$ cat src/rtl/fetch_sequencer.sv
// Instruction fetch sequencer: fetches one or two program-memory words per
// instruction, issues them to the decoder with a valid/ready handshake and
// owns the program counter, including redirects from the execute stage.
module fetch_sequencer #(
  parameter int unsigned         PC_WIDTH     = 14,
  parameter logic [PC_WIDTH-1:0] RESET_VECTOR = '0
) (
  input  logic                clk,
  input  logic                reset,
  output logic [PC_WIDTH-1:0] pm_addr,
  input  logic [15:0]         pm_rdata,
  output logic [15:0]         dec_instruction,
  output logic                dec_part2,
  output logic                issue_valid,
  input  logic                issue_ready,
  input  logic                pc_load,
  input  logic [PC_WIDTH-1:0] pc_load_value,
  output logic [PC_WIDTH-1:0] pc
);

  typedef enum logic [2:0] {
    StFetch1,
    StLatch1,
    StFetch2,
    StLatch2,
    StIssue1,
    StIssue2
  } state_e;

  state_e              state_q, state_d;
  logic [PC_WIDTH-1:0] pc_q, pc_d;
  logic [15:0]         ir_q, ir_d;
  logic [15:0]         op2_q, op2_d;
  logic                ir_long;

  // CALL/JMP share w[3:2]=11 (w[1] selects between them); LDS/STS need w[3:0]=0.
  function automatic logic is_long(input logic [15:0] w);
    logic call_jmp, lds, sts;
    call_jmp = (w[15:9] == 7'b1001010) && (w[3:2] == 2'b11);
    lds      = (w[15:9] == 7'b1001000) && (w[3:0] == 4'b0000);
    sts      = (w[15:9] == 7'b1001001) && (w[3:0] == 4'b0000);
    return call_jmp || lds || sts;
  endfunction

  assign ir_long = is_long(ir_q);
  assign pm_addr = pc_q;
  assign pc      = pc_q;

  // Next-state, PC/instruction register updates and decoder outputs.
  always_comb begin
    state_d         = state_q;
    pc_d            = pc_q;
    ir_d            = ir_q;
    op2_d           = op2_q;
    issue_valid     = 1'b0;
    dec_part2       = 1'b0;
    dec_instruction = ir_q;

    case (state_q)
      StFetch1: begin
        state_d = StLatch1;
      end
      StLatch1: begin
        ir_d    = pm_rdata;
        pc_d    = pc_q + PC_WIDTH'(1);
        state_d = is_long(pm_rdata) ? StFetch2 : StIssue1;
      end
      StFetch2: begin
        state_d = StLatch2;
      end
      StLatch2: begin
        op2_d   = pm_rdata;
        pc_d    = pc_q + PC_WIDTH'(1);
        state_d = StIssue1;
      end
      StIssue1: begin
        issue_valid = 1'b1;
        if (issue_ready) begin
          // A long opcode's redirect target lives in word 2, so hold off until then.
          if (ir_long) begin
            state_d = StIssue2;
          end else begin
            if (pc_load) begin
              pc_d = pc_load_value;
            end
            state_d = StFetch1;
          end
        end
      end
      StIssue2: begin
        issue_valid     = 1'b1;
        dec_part2       = 1'b1;
        dec_instruction = op2_q;
        if (issue_ready) begin
          if (pc_load) begin
            pc_d = pc_load_value;
          end
          state_d = StFetch1;
        end
      end
      default: begin
        state_d = StFetch1;
      end
    endcase
  end

  // State registers with synchronous reset; reset drops any in-flight fetch or issue.
  always_ff @(posedge clk) begin
    if (reset) begin
      state_q <= StFetch1;
      pc_q    <= RESET_VECTOR;
      ir_q    <= '0;
      op2_q   <= '0;
    end else begin
      state_q <= state_d;
      pc_q    <= pc_d;
      ir_q    <= ir_d;
      op2_q   <= op2_d;
    end
  end

endmodule
$ cat config.mk
export PLATFORM = sky130hd
export DESIGN_NAME = fetch_sequencer
export DESIGN_NICKNAME = d
export VERILOG_FILES = /design/src/rtl/fetch_sequencer.sv
export SDC_FILE = /design/constraint.sdc
export NUM_CORES = 1
export LEC_CHECK = 0
export ABC_AREA = 1
export BUFFER_PORTS_ARGS = -buffer_cell sky130_fd_sc_hd__buf_4
export CAP_MARGIN = 20
export CORE_ASPECT_RATIO = 1.2
export CORE_MARGIN = 8
export CORE_UTILIZATION = 46
export DETAILED_ROUTE_END_ITERATION = 8
export PLACE_DENSITY = 0.76
export SLEW_MARGIN = 10
export SYNTH_ARGS = -nofsm -noshare
export SYNTH_HDL_FRONTEND = slang
export SYNTH_SLANG_ARGS = --single-unit
$ cat constraint.sdc
create_clock -name clk -period 1.5 [get_ports clk]
set_input_delay 0.15 -clock clk [delete_from_list [all_inputs] [get_ports clk]]
set_output_delay 0.15 -clock clk [all_outputs]
set_load 0.05 [all_outputs]
* Yosys cells after proc, flatten, opt, wreduce, memory -nomap -nowiden
Index checks and enable logic that the tools add are counted.
** Storage, ports and cells
- Word-level logic and storage cells :: 52
- Output and inout port bits :: 46
- Bits of input ports :: 34
- Register bits :: 49
** Cells by class
- Equal/unequal tests :: 16
- $add $sub $neg :: 1
- Muxes and demuxes :: 13
- Reduce and logical (&&, ||, !) cells :: 18
** Operators by type and width (number)
- $mux W14 :: 4
- $eq A7 B7 Y1 const B :: 6
- $pmux W14 S3 :: 1
- $pmux W3 S6 :: 1
- $mux W16 :: 1
- $add A14 B1 Y14 const B :: 1
- $mux W3 :: 4
- $logic_not A4 Y1 :: 2
- $eq A3 B2 Y1 const B :: 2
- $eq A3 B3 Y1 const B :: 2
- $logic_and A1 B1 Y1 :: 6
- $ne A2 B2 Y1 const B :: 3
- $eq A2 B2 Y1 const B :: 2
- $logic_or A1 B1 Y1 :: 4
- $reduce_and A4 Y1 :: 1
- $reduce_or A2 Y1 :: 2
- $eq A3 B1 Y1 const B :: 1
- $logic_not A3 Y1 :: 1
- $reduce_bool A3 Y1 :: 1
- $mux W1 :: 2
- $reduce_and A2 Y1 :: 1

* Longest topological paths before layout
Gate-level depths: netlist (run 1).
- Depth in word-level cells :: 7
- Depth in mapped cells :: 10
- Gate-level depth less buffers :: 10

* Least setup slack after synthesis (run 1)
Ideal clock, no wire load.
- Path type :: reg-to-output
- From :: reg state_q[1]
- To :: out dec_instruction[0]
- Arrival time :: 2.177 ns
- Buffers on the path :: 1
- Slack :: -0.827 ns
- Cell stages (with the launch flop) :: 6
- Cells stage by stage :: dfxtp_1 -> nor2_4 -> inv_1 -> nor2_1 -> clkbuf_1 -> o21ai_0
** Between the ends
- Word-level cells in the longest chain between the ends :: 2
** Ends and longest elaborated chain
- start, declared :: RTL line 30 : state_e state_q, state_d;
- start signal, assigned :: RTL line 110 : state_q <= StFetch1;
- start signal, assigned :: RTL line 115 : state_q <= state_d;
- $eq A3 B3 Y1 :: RTL line 59 : case (state_q)
- $mux W16 :: RTL line 59
- end, declared :: RTL line 12 : output logic [15:0] dec_instruction,
Every way passes these cells.

* Final worst setup path (run 1)
- From :: reg state_q[2]
- To :: out dec_instruction[1]
Same word-level chain as after synthesis.

==> results of run 1 <==
power groups by stage:
stage | logic (mW) | registers (mW) | clock network, mW
4_1_cts | 2.51 | 1.60 | 0.976
3_3_place_gp | 2.15 | 1.61 | 0
3_5_place_dp | 2.17 | 1.62 | 0
6_report | 2.57 | 1.60 | 0.954
5_1_grt | 2.75 | 1.62 | 1.02
2_1_floorplan | 1.37 | 1.79 | 0
logic make-up (layout without fill, tap and decap cells):
| logic type | Yosys count | in the layout |
|---|---|---|
| buffers and inverters | 81 | 169 |
| AOI/OAI and AO/OA | 102 | 102 |
| DFF | 49 | 49 |
| adders and majority gates | 1 | 1 |
| and+or+nand+nor | 178 | 178 |
stage by stage:
stage	setup TNS [ns]	worst slack [ns]	total power [mW]
final	-4.057	-0.2003	5.120
after global routing	-6.684	-0.2655	5.385
after CTS	-5.703	-0.2383	5.080
after detailed placement	-0.002977	-0.002974	3.791
after global placement	0	0.04633	3.763
after floorplan	-0.02203	-0.02203	3.154
flip-flops by register name, indices dropped and copies added (netlist names):
register  flops
op2_q        16
ir_q         16
state_q       3
pc           14
Yosys cell counts (all sizes together):
| cell | n |
|---|---|
| a31o | 1 |
| nor2 | 62 |
| dfxtp | 49 |
| o21bai | 1 |
| a31oi | 2 |
| nand4 | 9 |
| clkbuf | 14 |
| inv | 49 |
| buf | 18 |
| nand3 | 15 |
| o21ai | 62 |
| nor3 | 2 |
| ha | 1 |
| o31ai | 1 |
| o21a | 1 |
| nand2 | 88 |
| or2 | 2 |
| a21oi | 34 |
layer usage:
metal	share of wire	vias to the layer above	global-route usage
met5	0	-	0
met1	0.39	1368	0.2097
li1	-	1482	-
met3	0.073	21	0.05412
met2	0.51	118	0.3619
met4	0.029	0	0.1071
path summary, 6_finish.rpt:
kind	start	endpoint	slack (ns)	depth (start not counted)
worst max register to register	state_q[2]	pc[0]	-0.12	12
worst max-delay path	state_q[2]	dec_instruction[1]	-0.20	9
worst min register to register	ir_q[8]	ir_q[8]	0.48	2
worst min-delay path	pm_rdata[4]	op2_q[4]	0.08	3
timing repair:
action / in CTS / in global routing
setup endpoints to repair: 25 / 36
pin swaps: 8 / 10
buffers inserted: 11 / 3
resized for setup: 56 / 22
gates cloned: 4 / 0
final cells by class:
cell class / instances / share of cell area
Inverter: 49 / 0.04841
Sequential cell: 49 / 0.2565
Multi-Input combinational cell: 281 / 0.3745
Clock inverter: 2 / 0.009939
Timing Repair Buffer: 112 / 0.2716
Tap cell: 64 / 0.02052
Clock buffer: 6 / 0.01860
worst max-delay path: stages (launching register included):
cell	delay, ns
dfxtp_2	0.34
inv_2	0.07
nor2_4	0.04
inv_2	0.07
nor2_4	0.04
buf_12	0.13
buf_12	0.14
buf_6	0.12
o21ai_2	0.12
buf_6	0.18
==> out/results.txt, run 1 <==
Worst Tran Pin Value - 0.3895 ns
Simple-Gate Fraction of Synth Area - 0.2796
endpoints failing hold - 0
Synth Area in XOR/XNOR - 0
CP Data Arrival Time - 1.55 ns
Final period util - 1.134
clock skew - 0.009947 ns
# Max-Cap Violations - 0
GRT overflow - 0
post-route cell area - 3902 µm²
DR vias/cell - 5.309
main combinational cell family by area after synthesis - simple AND/OR/NAND/NOR gates
Reg power frac - 0.312
DPL Wire Length - 5.532 mm
placed cell count - 541
# port buffers - 79
CP max FO - 8
first-pass GRT wire length - 14.10 mm
Final Util - 0.7025
Initial DRC Count - 127
H-tree levels - 2
final setup violating endpoints - 31
Ys Warns - 0
Placer Congestion - 0.8340
synth unique cells - 23
internal power - 2.921 mW
NumNets Final - 533
initial antenna violation count - 0
number of global-route vias before repair - 3102
row count - 30
Synth area leader - dfxtp_1
Max VDD drop - 0.001154 V
area of the multi-input gates - 1461 µm²
Lkg Pwr - 1.789 nW
Slew Viols, Final - 0
Synth Area in Compound Gates - 0.2010
WL final - 8.274 mm
Synth top area share - 0.3760
Rel. slew slack - 0.7401
critical setup path kind - flop to output pin
total CTS buffers - 5
multiplexer share of the synthesized area - 0
detailed-route via count - 2989
final worst setup slack - -0.2003 ns
wire per inst - 14.70 µm
Starting Density - 0.4696
die area - 8347 µm²
post-synth net total - 446
Synth area leaders - dfxtp_1, nand2_1, o21ai_0
commonest cells after routing, fill and taps aside - buf_4, nand2_1, nor2_1, inv_1, o21ai_0
die width - 84.75 µm
fmax - 0.5881 GHz
remaining antenna violation count - 0
Clk pwr share - 0.186
RSZ-0062 raised after global routing - yes
Residual DRC - 0
synthesized area - 2609 µm²
most common cell after layout, fill and taps aside - buf_4
Power Density - 1312 nW/µm²
post-synthesis sequential area ratio - 0.3760
failing checks - setup timing
CP endpoint kind - output pin
TritonCTS clock tree - yes
# fillers - 447
outcome - finished, violations left
Min-Delay Path Class - input pin to flop
CTS hold repair buffers - 0
Max clock buf depth - 2
clock slew at reported path FFs - 0.09 ns
Register Area - 1001 µm²
Syn-to-layout area delta - 49.59%
worst hold slack - 0.07654 ns
CORE AREA - 5555 µm²
DP Area - 3392 µm²
Non-Filler Instances - 563
Antenna Cells - 0
DRT Pass-1 Iters - 4
Comb power frac - 0.502
switching pwr - 2.198 mW
share of cells above drive strength 1 - 0.3707
Crit path required time - 1.35 ns
synthesized flop and latch total - 49
Setup crit start kind - flop
post-layout min period - 1.700 ns
Gate Count Post-Synth - 411
Die Y - 98.50 µm
largest net degree at the start of global routing - 34
Net Sw Frac - 0.4294
syn_area_per_cell - 6.347 µm²
Global Route Usage Sum - 0.2022
clk sinks - 49
clock insertion delay at the later pin of the skew report - 0.31 ns
CTS root buffer - clkbuf_8
post-synthesis adder-cell area fraction - 0.004796
Ports - 80
(Power assumes the default switching activity.)
==> inputs of run 2 (changes only) <==
--- a/config.mk
+++ b/config.mk
@@ -8,7 +8,7 @@
 export ABC_AREA = 1
 export BUFFER_PORTS_ARGS = -buffer_cell sky130_fd_sc_hd__buf_4
 export CAP_MARGIN = 20
-export CORE_ASPECT_RATIO = 1.2
+export CORE_ASPECT_RATIO = 0.5
 export CORE_MARGIN = 8
 export CORE_UTILIZATION = 46
 export DETAILED_ROUTE_END_ITERATION = 8
==> constraint.sdc (replaced) <==
create_clock -name clk -period 1.4 [get_ports clk]
set_input_delay 0.14 -clock clk [delete_from_list [all_inputs] [get_ports clk]]
set_output_delay 0.14 -clock clk [all_outputs]
set_load 0.05 [all_outputs]
==> out/results.txt, run 2 (synthesis results as in run 1) <==
most common cell after layout, fill and taps aside - buf_4
CTS hold repair buffers - 0
Min-Delay Path Class - input pin to flop
# Max-Cap Violations - 0
H-tree levels - 2
clk sinks - 49
Residual DRC - 0
detailed-route via count - 3045
number of global-route vias before repair - 2790
critical setup path kind - flop to output pin
DRT Pass-1 Iters - 5
Power Density - 1446 nW/µm²
Initial DRC Count - 168
endpoints failing hold - 0
Setup crit start kind - flop
Syn-to-layout area delta - 60.67%
row count - 19
Ports - 80
CTS root buffer - clkbuf_16
crit path to - dec_instruction[11]
Slew Viols, Final - 0
layer with the highest usage - met2
R2R Setup Slk - -0.24 ns
initial antenna violation count - 0
commonest cells after routing, fill and taps aside - buf_4, nand2_1, nor2_1, inv_1, o21ai_0
fmax - 0.5960 GHz
capturing point of the worst reg2reg path - pc[11]
clock skew - 0.006918 ns
DR vias/cell - 5.196
DP Area - 3583 µm²
largest net degree at the start of global routing - 32
wire per inst - 14.85 µm
area of the multi-input gates - 1582 µm²
Global Route Usage Sum - 0.1783
# fillers - 409
die area - 8483 µm²
final worst setup slack - -0.2779 ns
Final Util - 0.7666
clock insertion delay at the later pin of the skew report - 0.30 ns
Starting Density - 0.4771
# port buffers - 79
M1 GR Usage - 0.2067
failing checks - setup timing
DPL Wire Length - 5.449 mm
post-layout min period - 1.678 ns
Register Area - 1017 µm²
RSZ-0062 raised after global routing - yes
NumNets Final - 548
Rel. slew slack - 0.7801
Die Y - 69.25 µm
first-pass GRT wire length - 12.59 mm
Max VDD drop - 0.001060 V
clock slew at reported path FFs - 0.07 ns
WL final - 8.700 mm
CP endpoint kind - output pin
Worst Tran Pin Value - 0.3271 ns
GR Util met2 - 0.3096
remaining antenna violation count - 0
CP max FO - 15
die width - 122.5 µm
outcome - finished, violations left
post-route cell area - 4192 µm²
Max clock buf depth - 2
pre-CTS WS - -0.02729 ns
Antenna Cells - 0
Reg2Reg Launch Point - state_q[2]
Crit path required time - 1.26 ns
CP Launch Point - state_q[2]
share of cells above drive strength 1 - 0.3996
Reg2Reg Depth - 14
CP Data Arrival Time - 1.54 ns
Final period util - 1.198
TritonCTS clock tree - yes
Lkg Pwr - 1.868 nW
final setup violating endpoints - 35
GRT overflow - 0
met3 Usage GRT - 0.04630
total CTS buffers - 5
Placer Congestion - 0.8497
worst hold slack - 0.06314 ns
CORE AREA - 5468 µm²
## run 2: changes by cell type in the layout (fill, tap and decap cells not counted), sizes merged
cell / delta
buf: +11
bufinv: -1
clkbuf: +2
clkinv: -1
clkinvlp: +2
inv: +1
## run 2: worst min path at each step
stage	from	endpoint	slack, ns	depth (start not counted)
after floorplan	pm_rdata[0]	op2_q[0]	0.27	2
after global placement	pm_rdata[5]	op2_q[5]	0.37	3
after detailed placement	pm_rdata[8]	op2_q[8]	0.38	3
after CTS	pm_rdata[4]	op2_q[4]	0.07	3
after global routing	pm_rdata[0]	op2_q[0]	0.08	3
final	pm_rdata[4]	op2_q[4]	0.06	3
## run 2: per-layer routing
layer | vias up | routed length [µm]
li1 | 1513 | -
met1 | 1389 | 3459
met2 | 119 | 4278
met3 | 24 | 758
met4 | 0 | 204
met5 | - | 0
## run 2: stage by stage
step	setup TNS, ns	power [mW]	cells
floorplan	0	3.500	411
global placement	0	4.159	560
detailed placement	-0.2697	4.193	560
CTS	-6.645	5.733	573
global route	-12.40	6.305	586
finish	-6.841	6.060	586
## run 2: worst max-delay path, cell delays in order, from the launching register on
cell	delay, ns
dfxtp_2	0.34
inv_2	0.04
nor2_4	0.10
inv_2	0.06
nor2_4	0.15
clkbuf_16	0.21
nand2_1	0.09
o21ai_4	0.07
buf_6	0.17
## run 2: layout make-up
cell class                 count  area share
clock buffer                   6     0.03582
clock inverter                 1    0.002090
inverter                      49     0.04657
multi-input combinational    281      0.3773
sequential                    49      0.2427
tap                           73     0.02179
timing repair buffer         125      0.2710
timing repair inverter         2    0.002687
## run 2: power by group
| group | leakage, nW | internal [mW] | switching, mW | total, mW |
|---|---|---|---|---|
| logic | 1.38 | 1.15 | 1.84 | 2.98 |
| clock network | 0.0785 | 0.769 | 0.576 | 1.34 |
| registers | 0.408 | 1.58 | 0.155 | 1.73 |
## run 2: what timing repair did
action | 4_1_cts | 5_1_grt
cloned | 1 | 3
endpoints found under the setup margin | 31 | 51
pin swaps | 13 | 9
buffers inserted | 5 | 13
gates resized for setup | 45 | 42
